File: src/rtl/arcade_input_pkg.sv
// Shared definitions for the arcade input mapper: keyboard scancodes,
// joystick bit positions and the coin pulse state type.
package arcade_input_pkg;

  typedef enum logic [1:0] {
    COIN_IDLE,
    COIN_PULSE,
    COIN_HOLD
  } coin_state_t;

  // Direction bit positions, shared by joystick words and key-state vectors
  localparam int DIR_R = 0;
  localparam int DIR_L = 1;
  localparam int DIR_D = 2;
  localparam int DIR_U = 3;

  // Keys are matched as {extended, scancode}
  localparam logic [8:0] KEY_P1_UP        = 9'h175;
  localparam logic [8:0] KEY_P1_DOWN      = 9'h172;
  localparam logic [8:0] KEY_P1_LEFT      = 9'h16B;
  localparam logic [8:0] KEY_P1_RIGHT     = 9'h174;
  localparam logic [8:0] KEY_P1_B0        = 9'h029;
  localparam logic [8:0] KEY_P1_B1        = 9'h014;
  localparam logic [8:0] KEY_P1_B1_EXT    = 9'h114;
  localparam logic [8:0] KEY_P1_B2        = 9'h011;
  localparam logic [8:0] KEY_P1_B2_EXT    = 9'h111;
  localparam logic [8:0] KEY_P1_B3        = 9'h012;
  localparam logic [8:0] KEY_P1_START     = 9'h016;
  localparam logic [8:0] KEY_P1_START_ALT = 9'h005;
  localparam logic [8:0] KEY_P1_COIN      = 9'h02E;

  localparam logic [8:0] KEY_P2_UP        = 9'h02D;
  localparam logic [8:0] KEY_P2_DOWN      = 9'h02B;
  localparam logic [8:0] KEY_P2_LEFT      = 9'h023;
  localparam logic [8:0] KEY_P2_RIGHT     = 9'h034;
  localparam logic [8:0] KEY_P2_B0        = 9'h01C;
  localparam logic [8:0] KEY_P2_B1        = 9'h01B;
  localparam logic [8:0] KEY_P2_B2        = 9'h015;
  localparam logic [8:0] KEY_P2_B3        = 9'h01D;
  localparam logic [8:0] KEY_P2_START     = 9'h01E;
  localparam logic [8:0] KEY_P2_START_ALT = 9'h006;
  localparam logic [8:0] KEY_P2_COIN      = 9'h036;

  function automatic int joy_btn_idx(input int k);
    return 4 + k;
  endfunction

  function automatic int joy_start_idx(input int num_buttons);
    return 4 + num_buttons;
  endfunction

  function automatic int joy_coin_idx(input int num_buttons);
    return 5 + num_buttons;
  endfunction

endpackage

File: src/rtl/arcade_input_mapper_coin_pulser.sv
// Turns a raw coin level into one fixed-length pulse per insertion;
// a coin held down afterwards is parked in HOLD until released.
module coin_pulser
  import arcade_input_pkg::*;
#(
  parameter int COIN_CYCLES = 1800000
) (
  input  logic clk_sys,
  input  logic reset_n,
  input  logic coin_raw,
  output logic coin
);

  localparam int CW = $clog2(COIN_CYCLES + 1);
  localparam logic [CW-1:0] CNT_LAST = CW'(COIN_CYCLES - 1);

  coin_state_t   state_q, state_d;
  logic [CW-1:0] cnt_q, cnt_d;
  logic          raw_q;

  // State, pulse counter and previous raw level for edge detection
  always_ff @(posedge clk_sys or negedge reset_n) begin
    if (!reset_n) begin
      state_q <= COIN_IDLE;
      cnt_q   <= '0;
      raw_q   <= 1'b0;
    end else begin
      state_q <= state_d;
      cnt_q   <= cnt_d;
      raw_q   <= coin_raw;
    end
  end

  // Next state: edges seen while pulsing are deliberately ignored
  always_comb begin
    state_d = state_q;
    cnt_d   = cnt_q;
    case (state_q)
      COIN_IDLE: begin
        if (coin_raw && !raw_q) begin
          state_d = COIN_PULSE;
          cnt_d   = '0;
        end
      end
      COIN_PULSE: begin
        if (cnt_q == CNT_LAST) begin
          cnt_d   = '0;
          state_d = coin_raw ? COIN_HOLD : COIN_IDLE;
        end else begin
          cnt_d = cnt_q + 1'b1;
        end
      end
      COIN_HOLD: begin
        if (!coin_raw) state_d = COIN_IDLE;
      end
      default: begin
        state_d = COIN_IDLE;
        cnt_d   = '0;
      end
    endcase
  end

  // Decoded straight from the state flops so reset kills the pulse at once
  assign coin = (state_q == COIN_PULSE);

endmodule

File: src/rtl/arcade_input_mapper.sv
// Merges PS/2 keyboard keys and joystick words into per-player arcade
// controls with optional rotation, autofire and coin pulse shaping.
module arcade_input_mapper
  import arcade_input_pkg::*;
#(
  parameter int NUM_PLAYERS = 2,
  parameter int NUM_BUTTONS = 2,
  parameter int COIN_CYCLES = 1800000,
  parameter int AF_HALF     = 600000
) (
  input  logic                               clk_sys,
  input  logic                               reset_n,
  input  logic [10:0]                        ps2_key,
  input  logic [15:0]                        joystick_0,
  input  logic [15:0]                        joystick_1,
  input  logic                               rotate,
  input  logic [NUM_BUTTONS-1:0]             af_en,
  input  logic                               kb_clear,
  output logic [NUM_PLAYERS-1:0]             up,
  output logic [NUM_PLAYERS-1:0]             down,
  output logic [NUM_PLAYERS-1:0]             left,
  output logic [NUM_PLAYERS-1:0]             right,
  output logic [NUM_PLAYERS*NUM_BUTTONS-1:0] btn,
  output logic [NUM_PLAYERS-1:0]             start,
  output logic [NUM_PLAYERS-1:0]             coin
);

  localparam int AW = $clog2(AF_HALF + 1);
  localparam logic [AW-1:0] AF_LAST = AW'(AF_HALF - 1);

  logic       toggle_q, primed_q, kb_event;
  logic [8:0] key_code;
  logic       key_pressed;

  // Key states are kept for the full two-player, four-button keymap
  logic [1:0][3:0]  kb_dir, kb_btn;
  logic [1:0]       kb_start, kb_coin;
  logic [1:0][15:0] joy_all;

  logic [NUM_PLAYERS-1:0][3:0]             raw_dir;
  logic [NUM_PLAYERS-1:0][NUM_BUTTONS-1:0] raw_btn;
  logic [NUM_PLAYERS-1:0]                  raw_start, raw_coin;
  logic [NUM_PLAYERS-1:0]                  af_active, af_phase;
  logic [NUM_PLAYERS-1:0][AW-1:0]          af_cnt;
  logic                                    unused_bits;

  assign joy_all     = {joystick_1, joystick_0};
  assign key_code    = ps2_key[8:0];
  assign key_pressed = ps2_key[9];
  assign kb_event    = primed_q && (ps2_key[10] != toggle_q);
  assign unused_bits = ^{joy_all, kb_dir, kb_btn, kb_start, kb_coin};

  // Track the PS/2 toggle; the first cycle after reset only samples it
  always_ff @(posedge clk_sys or negedge reset_n) begin
    if (!reset_n) begin
      toggle_q <= 1'b0;
      primed_q <= 1'b0;
    end else begin
      toggle_q <= ps2_key[10];
      primed_q <= 1'b1;
    end
  end

  // Keyboard key states; a clear request beats a same-cycle key event
  always_ff @(posedge clk_sys or negedge reset_n) begin
    if (!reset_n) begin
      kb_dir   <= '0;
      kb_btn   <= '0;
      kb_start <= '0;
      kb_coin  <= '0;
    end else if (kb_clear) begin
      kb_dir   <= '0;
      kb_btn   <= '0;
      kb_start <= '0;
      kb_coin  <= '0;
    end else if (kb_event) begin
      case (key_code)
        KEY_P1_UP:                        kb_dir[0][DIR_U] <= key_pressed;
        KEY_P1_DOWN:                      kb_dir[0][DIR_D] <= key_pressed;
        KEY_P1_LEFT:                      kb_dir[0][DIR_L] <= key_pressed;
        KEY_P1_RIGHT:                     kb_dir[0][DIR_R] <= key_pressed;
        KEY_P1_B0:                        kb_btn[0][0]     <= key_pressed;
        KEY_P1_B1, KEY_P1_B1_EXT:         kb_btn[0][1]     <= key_pressed;
        KEY_P1_B2, KEY_P1_B2_EXT:         kb_btn[0][2]     <= key_pressed;
        KEY_P1_B3:                        kb_btn[0][3]     <= key_pressed;
        KEY_P1_START, KEY_P1_START_ALT:   kb_start[0]      <= key_pressed;
        KEY_P1_COIN:                      kb_coin[0]       <= key_pressed;
        KEY_P2_UP:                        kb_dir[1][DIR_U] <= key_pressed;
        KEY_P2_DOWN:                      kb_dir[1][DIR_D] <= key_pressed;
        KEY_P2_LEFT:                      kb_dir[1][DIR_L] <= key_pressed;
        KEY_P2_RIGHT:                     kb_dir[1][DIR_R] <= key_pressed;
        KEY_P2_B0:                        kb_btn[1][0]     <= key_pressed;
        KEY_P2_B1:                        kb_btn[1][1]     <= key_pressed;
        KEY_P2_B2:                        kb_btn[1][2]     <= key_pressed;
        KEY_P2_B3:                        kb_btn[1][3]     <= key_pressed;
        KEY_P2_START, KEY_P2_START_ALT:   kb_start[1]      <= key_pressed;
        KEY_P2_COIN:                      kb_coin[1]       <= key_pressed;
        default: ;
      endcase
    end
  end

  // Raw controls: keyboard OR the player's own joystick word
  always_comb begin
    raw_dir   = '0;
    raw_btn   = '0;
    raw_start = '0;
    raw_coin  = '0;
    af_active = '0;
    for (int p = 0; p < NUM_PLAYERS; p++) begin
      raw_dir[p] = kb_dir[p] | joy_all[p][3:0];
      for (int k = 0; k < NUM_BUTTONS; k++) begin
        raw_btn[p][k] = kb_btn[p][k] | joy_all[p][joy_btn_idx(k)];
      end
      raw_start[p] = kb_start[p] | joy_all[p][joy_start_idx(NUM_BUTTONS)];
      raw_coin[p]  = kb_coin[p]  | joy_all[p][joy_coin_idx(NUM_BUTTONS)];
      af_active[p] = |(raw_btn[p] & af_en);
    end
  end

  // Per-player autofire timebase; phase 0 is the high half of the cycle
  always_ff @(posedge clk_sys or negedge reset_n) begin
    if (!reset_n) begin
      af_cnt   <= '0;
      af_phase <= '0;
    end else begin
      for (int p = 0; p < NUM_PLAYERS; p++) begin
        if (!af_active[p]) begin
          af_cnt[p]   <= '0;
          af_phase[p] <= 1'b0;
        end else if (af_cnt[p] == AF_LAST) begin
          af_cnt[p]   <= '0;
          af_phase[p] <= ~af_phase[p];
        end else begin
          af_cnt[p] <= af_cnt[p] + 1'b1;
        end
      end
    end
  end

  // Registered outputs with rotation and autofire gating applied
  always_ff @(posedge clk_sys or negedge reset_n) begin
    if (!reset_n) begin
      up    <= '0;
      down  <= '0;
      left  <= '0;
      right <= '0;
      btn   <= '0;
      start <= '0;
    end else begin
      for (int p = 0; p < NUM_PLAYERS; p++) begin
        up[p]    <= rotate ? raw_dir[p][DIR_L] : raw_dir[p][DIR_U];
        down[p]  <= rotate ? raw_dir[p][DIR_R] : raw_dir[p][DIR_D];
        left[p]  <= rotate ? raw_dir[p][DIR_D] : raw_dir[p][DIR_L];
        right[p] <= rotate ? raw_dir[p][DIR_U] : raw_dir[p][DIR_R];
        for (int k = 0; k < NUM_BUTTONS; k++) begin
          btn[p*NUM_BUTTONS+k] <= raw_btn[p][k] & ~(af_en[k] & af_phase[p]);
        end
        start[p] <= raw_start[p];
      end
    end
  end

  for (genvar p = 0; p < NUM_PLAYERS; p++) begin : g_coin
    coin_pulser #(
      .COIN_CYCLES(COIN_CYCLES)
    ) u_coin_pulser (
      .clk_sys (clk_sys),
      .reset_n (reset_n),
      .coin_raw(raw_coin[p]),
      .coin    (coin[p])
    );
  end

endmodule
File: config.mk
export PLATFORM = sky130hd
export DESIGN_NAME = arcade_input_mapper
export DESIGN_NICKNAME = d
export VERILOG_FILES = /design/src/rtl/arcade_input_pkg.sv /design/src/rtl/arcade_input_mapper_coin_pulser.sv /design/src/rtl/arcade_input_mapper.sv
export SDC_FILE = /design/constraint.sdc
export NUM_CORES = 1
export LEC_CHECK = 0
export ABC_CLOCK_PERIOD_IN_PS = 3500
export CORE_AREA = 2 2 127 129
export CTS_BUF_LIST = sky130_fd_sc_hd__clkbuf_8
export DETAILED_ROUTE_END_ITERATION = 8
export DIE_AREA = 0 0 129 131
export MAX_ROUTING_LAYER = met4
export PLACE_DENSITY = 0.57
export SETUP_SLACK_MARGIN = 0.15
export SYNTH_ARGS = -nofsm -noshare
export SYNTH_HDL_FRONTEND = slang
export SYNTH_SLANG_ARGS = --single-unit
File: constraint.sdc
create_clock -name clk_sys -period 3.5 [get_ports clk_sys]
set_input_delay 0.525 -clock clk_sys [delete_from_list [all_inputs] [get_ports clk_sys]]
set_output_delay 0.525 -clock clk_sys [all_outputs]
set_load 0.02 [all_outputs]
==> flow_summary.html, run 1 <==
<table>
<tr><th>Metric</th><th>Value</th></tr>
<tr><th colspan="2">STA</th></tr>
<tr><td>Post-route clock skew</td><td>0.0139 ns</td></tr>
<tr><td>Worst-Margin Slew</td><td>0.934 ns</td></tr>
<tr><td>Smallest setup slack after layout</td><td>1.18 ns</td></tr>
<tr><td>Endpoints failing hold</td><td>0</td></tr>
<tr><td>Setup TNS Final</td><td>0 ns</td></tr>
<tr><td>Final Cycle Share</td><td>0.662</td></tr>
<tr><td>Minimum clock period after layout</td><td>2.32 ns</td></tr>
<tr><td>Final setup violating endpoints</td><td>0</td></tr>
<tr><td>Setup repair after global routing missed its margin</td><td>no</td></tr>
<tr><td>Max Transition Viols Final</td><td>0</td></tr>
<tr><td>Max frequency</td><td>0.431 GHz</td></tr>
<tr><td>Headroom to the max-slew limit</td><td>0.375</td></tr>
<tr><th colspan="2">Run status</th></tr>
<tr><td>Status</td><td>finished clean</td></tr>
<tr><th colspan="2">Setup path</th></tr>
<tr><td>Crit path largest cell delay</td><td>0.62 ns</td></tr>
<tr><td>FF-to-FF End</td><td>g_coin[0].u_coin_pulser.cnt_q[17]$_DFFE_PN0P_</td></tr>
<tr><td>Depth of the most critical reg-to-reg path</td><td>6</td></tr>
<tr><td>Cell family contributing the most delay on the critical path</td><td>buffers and inverters</td></tr>
<tr><td>Minimum setup slack among reg-to-reg paths</td><td>1.29 ns</td></tr>
<tr><td>Class of the most critical setup path</td><td>reg2out</td></tr>
<tr><td>Worst endpoint data arrival time</td><td>1.79 ns</td></tr>
<tr><td>Capture point of the worst path</td><td>coin[1]</td></tr>
<tr><td>Worst setup startpoint</td><td>g_coin[1].u_coin_pulser.state_q[1]$_DFFE_PN0P_</td></tr>
<tr><td>Slowest stage cell on the critical path</td><td>clkdlybuf4s50_1</td></tr>
<tr><td>Crit path cell chain</td><td>nand2b_1 &gt; inv_1 &gt; clkdlybuf4s50_1</td></tr>
<tr><td>Worst setup SP type</td><td>flop</td></tr>
<tr><td>Required time of the worst setup path</td><td>2.97 ns</td></tr>
<tr><td>Source of the worst register-to-register timing path</td><td>g_coin[0].u_coin_pulser.cnt_q[2]$_DFFE_PN0P_</td></tr>
<tr><td>Stages on the worst setup path</td><td>3</td></tr>
<tr><td>Number of buffer and inverter instances along the worst setup path</td><td>2</td></tr>
<tr><td>Crit path capture type</td><td>primary output</td></tr>
<tr><td>Maximum fanout encountered on the critical timing path</td><td>4</td></tr>
<tr><th colspan="2">Power</th></tr>
<tr><td>Total power density per cell area</td><td>533 mW/mm²</td></tr>
<tr><td>Power share of the combinational group</td><td>0.227</td></tr>
<tr><td>Relative contribution of the clock network to total power</td><td>0.334</td></tr>
<tr><td>Register share of total power</td><td>0.439</td></tr>
<tr><td>Cell-internal power</td><td>2.60 mW</td></tr>
<tr><td>Total power draw</td><td>3.83 mW</td></tr>
<tr><td>Leakage component of the power</td><td>3.00 nW</td></tr>
<tr><td>Peak VDD IR</td><td>267 µV</td></tr>
<tr><td>Switching power share of the total</td><td>0.322</td></tr>
<tr><td>Switching power of the nets</td><td>1.23 mW</td></tr>
<tr><th colspan="2">Placement</th></tr>
<tr><td>Placed Area</td><td>0.00677 mm²</td></tr>
<tr><td>Input/output buffers</td><td>48</td></tr>
<tr><td>RePlAce Congestion</td><td>0.780</td></tr>
<tr><td>Setup WS pre-CTS</td><td>0.909 ns</td></tr>
<tr><td>Hpwl dp</td><td>8880 µm</td></tr>
<tr><th colspan="2">CTS</th></tr>
<tr><td>Worst skew pair latency</td><td>0.43 ns</td></tr>
<tr><td>Post-CTS Hold Fix Bufs</td><td>0</td></tr>
<tr><td>Clock-pin slew on the worst setup and hold paths</td><td>0.08 ns</td></tr>
<tr><td>Post-cts gate resize count</td><td>0</td></tr>
<tr><td>Number of clock buffers inserted by TritonCTS</td><td>17</td></tr>
<tr><td>TritonCTS clock tree</td><td>yes</td></tr>
<tr><td>Clock root cell</td><td>clkbuf_8</td></tr>
<tr><td>Number of H-tree branching levels</td><td>4</td></tr>
<tr><td>Maximum buffer depth of the clock tree</td><td>2</td></tr>
<tr><td>Clock Sinks</td><td>122</td></tr>
<tr><td>Setup repair bufs after CTS</td><td>0</td></tr>
<tr><th colspan="2">Logic synthesis</th></tr>
<tr><td>Synthesized cell area</td><td>0.00611 mm²</td></tr>
<tr><td>Net Count, Synth</td><td>693</td></tr>
<tr><td>Commonest register cell after synthesis</td><td>dfrtp_1</td></tr>
<tr><td>Number of warnings printed during yosys synthesis</td><td>0</td></tr>
<tr><td>Synthesized area per cell</td><td>9.54 µm²</td></tr>
<tr><td>Number of enable flip-flop cells after synthesis</td><td>0</td></tr>
<tr><td>Fraction of the yosys area taken by sequential cells</td><td>0.500</td></tr>
<tr><td>Post-synth ARST share</td><td>1.00</td></tr>
<tr><td>Gate count of the mapped netlist</td><td>640</td></tr>
<tr><td>Number of library cell types mapped by synthesis</td><td>52</td></tr>
<tr><td>Register bit total from synthesis</td><td>122</td></tr>
<tr><th colspan="2">Floorplanning</th></tr>
<tr><td>Horizontal die dimension</td><td>129 µm</td></tr>
<tr><td>Die Height</td><td>131 µm</td></tr>
<tr><td>Core region area</td><td>0.0156 mm²</td></tr>
<tr><td>Area of the die</td><td>0.0169 mm²</td></tr>
<tr><td>Effective utilization at floorplan</td><td>0.392</td></tr>
<tr><td>Number of top-level design ports</td><td>65</td></tr>
<tr><td>Site row count</td><td>46</td></tr>
<tr><th colspan="2">Route</th></tr>
<tr><td>Highest routed layer</td><td>met4</td></tr>
<tr><td>Number of vias after detailed routing</td><td>4753</td></tr>
<tr><td>Initial detailed-routing violation count</td><td>267</td></tr>
<tr><td>Routed vias/inst</td><td>5.19</td></tr>
<tr><td>Avg WL per Cell</td><td>13.9 µm</td></tr>
<tr><td>Routed length on met3</td><td>628 µm</td></tr>
<tr><td>First drt pass iteration count</td><td>4</td></tr>
<tr><td>Metal-1 WL</td><td>6120 µm</td></tr>
<tr><td>Final ANT Viol Nets</td><td>0</td></tr>
<tr><td>Drt total wl</td><td>12700 µm</td></tr>
<tr><td>Met2 wire len</td><td>5870 µm</td></tr>
<tr><td>Drt drc</td><td>0</td></tr>
<tr><th colspan="2">Cells and area</th></tr>
<tr><td>Post-route design area</td><td>0.00717 mm²</td></tr>
<tr><td>Nets</td><td>739</td></tr>
<tr><td>Commonest cells after routing, fill and taps aside</td><td>dfrtp_1, nor2_1, clkdlybuf4s50_1</td></tr>
<tr><td>Share of post-route cells with drive strength above 1</td><td>0.0715</td></tr>
<tr><td>Ant. Diodes</td><td>0</td></tr>
<tr><td>Filler cell count</td><td>1513</td></tr>
<tr><td>Area added between synthesis and finish</td><td>17.5%</td></tr>
<tr><td>Most common cell after layout, fill and taps aside</td><td>dfrtp_1</td></tr>
<tr><th colspan="2">GRT</th></tr>
<tr><td>Initial antenna violation count</td><td>0</td></tr>
<tr><td>Global-route wire length before repair</td><td>21800 µm</td></tr>
<tr><td>Global routing usage summed across all routing layers</td><td>0.167</td></tr>
<tr><td>Maximum number of pins on one net before global-route repair</td><td>56</td></tr>
<tr><td>Remaining Overflow, GRT</td><td>0</td></tr>
<tr><td>Number of global-route vias before repair</td><td>4577</td></tr>
<tr><th colspan="2">Run</th></tr>
<tr><td>Max-cap check violation count</td><td>0</td></tr>
<tr><th colspan="2">Min path</th></tr>
<tr><td>Hold WC Path Type</td><td>in2async</td></tr>
</table>
## cells by family (layout without fill, tap and decap cells)
family	Yosys count	after routing	synth area share
AO/OA/AOI/OAI	107	107	0.109
XOR/XNOR	44	44	0.0631
adder cells (fa/ha/maj)	4	4	0.00820
buffers and inverters	38	97	0.0307
flip-flops	122	122	0.500
multiplexers	18	18	0.0295
other	1	1	0.000614
AND/OR/NAND/NOR	306	306	0.259
## metrics by stage
step                      utilization  std cells  hold WS, ns
final                           0.460        915        0.138
after global routing            0.460        915        0.174
after CTS                       0.460        915        0.148
after detailed placement        0.434        883        0.457
after global placement          0.434        883        0.468
after floorplan                     -        640        0.229
## synth_stat cells (4+ instances only)
master,count,area (µm²)
a21o_1,19,143
a21oi_1,35,175
a22o_1,6,52.6
a31oi_1,13,81.3
and2_1,4,25.0
and3_1,14,87.6
and4_1,5,43.8
buf_2,9,45.0
clkbuf_1,12,45.0
dfrtp_1,122,3050
ha_1,4,50.1
inv_1,10,37.5
mux2i_1,18,180
nand2_1,43,161
nand2b_1,12,75.1
nand3_1,31,155
nand3b_1,4,30.0
nand4_1,23,144
nor2_1,101,379
nor3_1,31,155
nor4_1,10,62.6
o21ai_0,21,105
xnor2_1,19,166
xor2_1,25,219
## state kept, by name, summed over array words and instances, names as in the netlist, 2 cells and up
| register | count |
|---|---|
| g_coin.u_coin_pulser.cnt_q | 42 |
| af_cnt | 40 |
| kb_dir | 8 |
| btn | 4 |
| g_coin.u_coin_pulser.state_q | 4 |
| kb_btn | 4 |
| af_phase | 2 |
| down | 2 |
| g_coin.u_coin_pulser.raw_q | 2 |
| kb_coin | 2 |
| kb_start | 2 |
| left | 2 |
| right | 2 |
| start | 2 |
| up | 2 |
## worst register-to-register path: stages (launching register included)
cell and delay, ns:
dfrtp_1 0.42, and4_1 0.26, and3_1 0.26, a31oi_1 0.60
buf_4 0.32, a41oi_1 0.13, a31oi_1 0.15
## worst min path at each step
stage                                  from                   end  slack, ns  cells past startpoint
floorplan                           reset_n   af_cnt[0]$_DFF_PN0_       0.23                      0
global placement    kb_start[0]$_DFFE_PN0P_    start[0]$_DFF_PN0_       0.47                      1
detailed placement  kb_start[0]$_DFFE_PN0P_    start[0]$_DFF_PN0_       0.46                      1
CTS                                 reset_n  af_cnt[32]$_DFF_PN0_       0.15                      1
global route                        reset_n  af_cnt[32]$_DFF_PN0_       0.17                      1
finish                              reset_n  af_cnt[34]$_DFF_PN0_       0.14                      1
## routing by layer
layer	GRT usage	vias to the layer above
met5	-	-
met4	0.0390	0
met3	0.0476	4
met1	0.218	2275
met2	0.259	111
li1	-	2363
## area by class of cell
type                    instances  area [µm²]  area share
flip-flops and latches        122        3050       0.426
multi-input cells             480        2870       0.400
repair buffers                 55         543      0.0757
well taps                     216         270      0.0377
clock buffers                  18         248      0.0345
clock inverters                14         155      0.0216
inverters                      10        37.5     0.00523
## power groups by stage
stage | clock, mW | combinational [mW] | sequential [mW]
global placement | 0 | 0.855 | 1.69
global route | 1.38 | 0.982 | 1.70
finish | 1.28 | 0.870 | 1.68
CTS | 1.32 | 0.878 | 1.68
floorplan | 0 | 0.639 | 1.67
detailed placement | 0 | 0.879 | 1.70
Note: power is estimated with default switching activity, not from simulation.
==> run 2: changes to the inputs <==
--- a/config.mk
+++ b/config.mk
@@ -5,7 +5,7 @@
 export SDC_FILE = /design/constraint.sdc
 export NUM_CORES = 1
 export LEC_CHECK = 0
-export ABC_CLOCK_PERIOD_IN_PS = 3500
+export ABC_CLOCK_PERIOD_IN_PS = 2300
 export CORE_AREA = 2 2 127 129
 export CTS_BUF_LIST = sky130_fd_sc_hd__clkbuf_8
 export DETAILED_ROUTE_END_ITERATION = 8
==> constraint.sdc (replaced) <==
create_clock -name clk_sys -period 2.3 [get_ports clk_sys]
set_input_delay 0.345 -clock clk_sys [delete_from_list [all_inputs] [get_ports clk_sys]]
set_output_delay 0.345 -clock clk_sys [all_outputs]
set_load 0.02 [all_outputs]
==> run 2 against run 1 <==
Effect of this change:
- clock skew fell by 0.0034 ns
- design area rose by 1.1%
- worst hold slack improved by 0.25 ns
- worst setup slack got worse by 0.88 ns
- clock power increased by 37%
- register-to-register slack lost 0.99 ns
- critical path type is now reg2reg
- combinational power rose by 59%
- highest routed layer unchanged
- critical endpoint is now g_coin[0].u_coin_pulser.cnt_q[9]$_DFFE_PN0P_
==> flow_summary.html, run 2 (synthesized netlist as in run 1, its figures left out) <==
<table>
<tr><th>Metric</th><th>Value</th></tr>
<tr><th colspan="2">Run status</th></tr>
<tr><td>Status</td><td>finished clean</td></tr>
<tr><th colspan="2">GRT</th></tr>
<tr><td>Number of global-route vias before repair</td><td>4937 (+7.9%)</td></tr>
<tr><td>Global routing usage summed across all routing layers</td><td>0.176 (+0.00955)</td></tr>
<tr><td>Global-route wire length before repair</td><td>23000 µm (+5.4%)</td></tr>
<tr><td>Initial antenna violation count</td><td>0 (unchanged)</td></tr>
<tr><td>Maximum number of pins on one net before global-route repair</td><td>74 (+32%)</td></tr>
<tr><td>Remaining Overflow, GRT</td><td>0 (unchanged)</td></tr>
<tr><th colspan="2">Placement</th></tr>
<tr><td>Placed Area</td><td>0.00688 mm² (+1.6%)</td></tr>
<tr><td>Input/output buffers</td><td>48 (unchanged)</td></tr>
<tr><td>RePlAce Congestion</td><td>0.831 (+6.4%)</td></tr>
<tr><td>Hpwl dp</td><td>9370 µm (+5.5%)</td></tr>
<tr><td>Placed instance count</td><td>896 (+1.5%)</td></tr>
<tr><th colspan="2">CTS</th></tr>
<tr><td>Setup repair bufs after CTS</td><td>0 (unchanged)</td></tr>
<tr><td>TritonCTS clock tree</td><td>yes</td></tr>
<tr><td>Number of H-tree branching levels</td><td>4 (unchanged)</td></tr>
<tr><td>Maximum buffer depth of the clock tree</td><td>2 (unchanged)</td></tr>
<tr><td>Clock root cell</td><td>clkbuf_8</td></tr>
<tr><td>Worst skew pair latency</td><td>0.45 ns (+0.02 ns)</td></tr>
<tr><td>Clock-pin slew on the worst setup and hold paths</td><td>0.07 ns (about the same)</td></tr>
<tr><td>Number of clock buffers inserted by TritonCTS</td><td>17 (unchanged)</td></tr>
<tr><td>Clock Sinks</td><td>122 (unchanged)</td></tr>
<tr><th colspan="2">Cells and area</th></tr>
<tr><td>Post-route design area</td><td>0.00725 mm² (+1.1%)</td></tr>
<tr><td>Area added between synthesis and finish</td><td>18.8%</td></tr>
<tr><td>Flip-flop count of the largest register, all copies and words added</td><td>42 (unchanged)</td></tr>
<tr><td>Most common cell after layout, fill and taps aside</td><td>dfrtp_1</td></tr>
<tr><td>Register name with the most flops</td><td>g_coin.u_coin_pulser.cnt_q</td></tr>
<tr><td>Layout Utilization</td><td>0.465 (+0.00521)</td></tr>
<tr><td>Share of post-route cells with drive strength above 1</td><td>0.0872 (+0.0157)</td></tr>
<tr><td>Commonest cells after routing, fill and taps aside</td><td>dfrtp_1, nor2_1, clkdlybuf4s50_1</td></tr>
<tr><td>Nets</td><td>753 (+1.9%)</td></tr>
<tr><td>Ant. Diodes</td><td>0 (unchanged)</td></tr>
<tr><td>Leading registers by flop count</td><td>g_coin.u_coin_pulser.cnt_q: 42 flops, af_cnt: 40 flops, kb_dir: 8 flops</td></tr>
<tr><td>Post-layout instance count excluding filler cells</td><td>927 (+1.3%)</td></tr>
<tr><td>Filler cell count</td><td>1460 (-3.5%)</td></tr>
<tr><th colspan="2">Setup path</th></tr>
<tr><td>Minimum setup slack among reg-to-reg paths</td><td>0.30 ns (-0.99 ns)</td></tr>
<tr><td>Worst setup SP type</td><td>flop</td></tr>
<tr><td>Depth of the most critical reg-to-reg path</td><td>5 (-1)</td></tr>
<tr><td>Crit path capture type</td><td>flop</td></tr>
<tr><td>Required time of the worst setup path</td><td>2.65 ns (-0.32 ns)</td></tr>
<tr><td>Crit path largest cell delay</td><td>0.51 ns (-0.11 ns)</td></tr>
<tr><td>Slowest stage cell on the critical path</td><td>or4_1</td></tr>
<tr><td>Worst endpoint data arrival time</td><td>2.35 ns (+0.56 ns)</td></tr>
<tr><td>Class of the most critical setup path</td><td>reg2reg</td></tr>
<tr><td>FF-to-FF End</td><td>g_coin[0].u_coin_pulser.cnt_q[9]$_DFFE_PN0P_</td></tr>
<tr><td>Source of the worst register-to-register timing path</td><td>g_coin[0].u_coin_pulser.cnt_q[0]$_DFFE_PN0P_</td></tr>
<tr><td>Maximum fanout encountered on the critical timing path</td><td>13 (+9)</td></tr>
<tr><td>Crit path cell chain</td><td>ha_1 &gt; and3_1 &gt; a31o_2 &gt; or4_1 &gt; o21ai_0</td></tr>
<tr><td>Worst setup startpoint</td><td>g_coin[0].u_coin_pulser.cnt_q[0]$_DFFE_PN0P_</td></tr>
<tr><td>Cell family contributing the most delay on the critical path</td><td>simple AND/OR/NAND/NOR gates</td></tr>
<tr><td>Stages on the worst setup path</td><td>5 (+2)</td></tr>
<tr><td>Number of buffer and inverter instances along the worst setup path</td><td>0 (-2)</td></tr>
<tr><th colspan="2">Run</th></tr>
<tr><td>Max-cap check violation count</td><td>0 (unchanged)</td></tr>
<tr><th colspan="2">STA</th></tr>
<tr><td>Setup repair after global routing missed its margin</td><td>no</td></tr>
<tr><td>Final Cycle Share</td><td>0.870</td></tr>
<tr><td>Minimum hold slack</td><td>0.387 ns (+0.250 ns)</td></tr>
<tr><td>Max frequency</td><td>0.500 GHz</td></tr>
<tr><td>Setup TNS Final</td><td>0 ns (unchanged)</td></tr>
<tr><td>Endpoints failing hold</td><td>0 (unchanged)</td></tr>
<tr><td>Worst-Margin Slew</td><td>1.02 ns (+0.0814 ns)</td></tr>
<tr><td>Headroom to the max-slew limit</td><td>0.321 (-0.0545)</td></tr>
<tr><td>Max Transition Viols Final</td><td>0 (unchanged)</td></tr>
<tr><td>Final setup violating endpoints</td><td>0 (unchanged)</td></tr>
<tr><td>Minimum clock period after layout</td><td>2.00 ns</td></tr>
<tr><td>Post-route clock skew</td><td>0.0105 ns (-0.00339 ns)</td></tr>
<tr><th colspan="2">Min path</th></tr>
<tr><td>Hold WC Path Type</td><td>in2reg</td></tr>
<tr><td>Cell depth of the worst hold path</td><td>1</td></tr>
<tr><td>Critical hold path startpoint</td><td>ps2_key[10]</td></tr>
<tr><td>Worst Hold Endpoint</td><td>toggle_q$_DFF_PN0_</td></tr>
<tr><th colspan="2">Route</th></tr>
<tr><td>Avg WL per Cell</td><td>14.4 µm (+3.9%)</td></tr>
<tr><td>Routed vias/inst</td><td>5.23 (+0.60%)</td></tr>
<tr><td>Final ANT Viol Nets</td><td>0 (unchanged)</td></tr>
<tr><td>Initial detailed-routing violation count</td><td>308 (+15%)</td></tr>
<tr><td>Drt total wl</td><td>13400 µm (+5.2%)</td></tr>
<tr><td>Drt drc</td><td>0 (unchanged)</td></tr>
<tr><td>First drt pass iteration count</td><td>4 (unchanged)</td></tr>
<tr><td>Number of vias after detailed routing</td><td>4844 (+1.9%)</td></tr>
<tr><th colspan="2">Power</th></tr>
<tr><td>Total power density per cell area</td><td>785 mW/mm² (+47%)</td></tr>
<tr><td>Leakage component of the power</td><td>3.08 nW (+2.5%)</td></tr>
<tr><td>Peak VDD IR</td><td>433 µV (+62%)</td></tr>
<tr><th colspan="2">Floorplanning</th></tr>
<tr><td>Horizontal die dimension</td><td>129 µm (unchanged)</td></tr>
<tr><td>Core region area</td><td>0.0156 mm² (unchanged)</td></tr>
<tr><td>Die Height</td><td>131 µm (unchanged)</td></tr>
<tr><td>Number of top-level design ports</td><td>65 (unchanged)</td></tr>
<tr><td>Site row count</td><td>46 (unchanged)</td></tr>
<tr><td>Effective utilization at floorplan</td><td>0.392 (unchanged)</td></tr>
<tr><td>Area of the die</td><td>0.0169 mm² (unchanged)</td></tr>
</table>
==> run 2: cell count changes in the layout (fill, tap and decap cells not counted), sizes merged <==
| cell | delta |
|---|---|
| buf | +13 |
| dlygate4sd3 | +1 |
| clkinvlp | -2 |
| clkinv | +1 |
| inv | -1 |
| bufinv | -2 |
| clkbuf | +2 |
| dlygate4sd2 | +2 |
| clkdlybuf4s50 | -2 |
==> run 2: per-stage QoR <==
| step | total power [mW] | worst slack [ns] |
|---|---|---|
| detailed placement | 3.99 | -0.0550 |
| global placement | 3.94 | 0.0210 |
| global route | 6.06 | 0.181 |
| finish | 5.69 | 0.299 |
| floorplan | 3.51 | 0.377 |
| CTS | 5.75 | 0.260 |
==> run 2: worst max path at each step <==
stage,slack [ns],end
floorplan,0.38,g_coin[1].u_coin_pulser.cnt_q[9]$_DFFE_PN0P_
global placement,0.02,kb_dir[7]$_DFFE_PN0P_
detailed placement,-0.05,kb_dir[7]$_DFFE_PN0P_
CTS,0.26,af_cnt[32]$_DFF_PN0_
global route,0.18,g_coin[1].u_coin_pulser.cnt_q[15]$_DFFE_PN0P_
finish,0.30,g_coin[0].u_coin_pulser.cnt_q[9]$_DFFE_PN0P_
==> run 2: what timing repair did <==
item,in CTS,in global routing
endpoints found under the setup margin,2,18
cloned,0,0
resized for setup,2,2
hold buffers,1,0
hold endpoints to repair,122,0
==> run 2: layer usage <==
metal / share of wire / wire, µm / vias up / global-route usage
li1: - / - / 2392 / -
met1: 0.46 / 6080 / 2345 / 0.204
met2: 0.48 / 6440 / 90 / 0.291
met3: 0.044 / 586 / 17 / 0.0521
met4: 0.018 / 244 / 0 / 0.0659
met5: 0 / 0 / - / -
==> run 2: cell type report <==
class / count / area, µm² / share of cell area
Sequential cell: 122 / 3050 / 0.421
Timing Repair Buffer: 69 / 661 / 0.0911
Clock buffer: 20 / 275 / 0.0379
Inverter: 10 / 37.5 / 0.00517
Clock inverter: 10 / 80.1 / 0.0110
Multi-Input combinational cell: 480 / 2880 / 0.397
Tap cell: 216 / 270 / 0.0373
==> run 2: worst reg2reg max path, delay by kind of cell, from the launching register on <==
family / cells / cell delay (ns)
and+or+nand+nor: 2 / 0.77
AOI/OAI and AO/OA: 2 / 0.47
DFF: 1 / 0.41
adders and majority gates: 1 / 0.27
==> run 2: report_power, final <==
part | internal, mW | switching (mW) | total (mW)
clock | 0.910 | 0.845 | 1.75
combinational | 0.560 | 0.819 | 1.38
sequential | 2.34 | 0.222 | 2.56
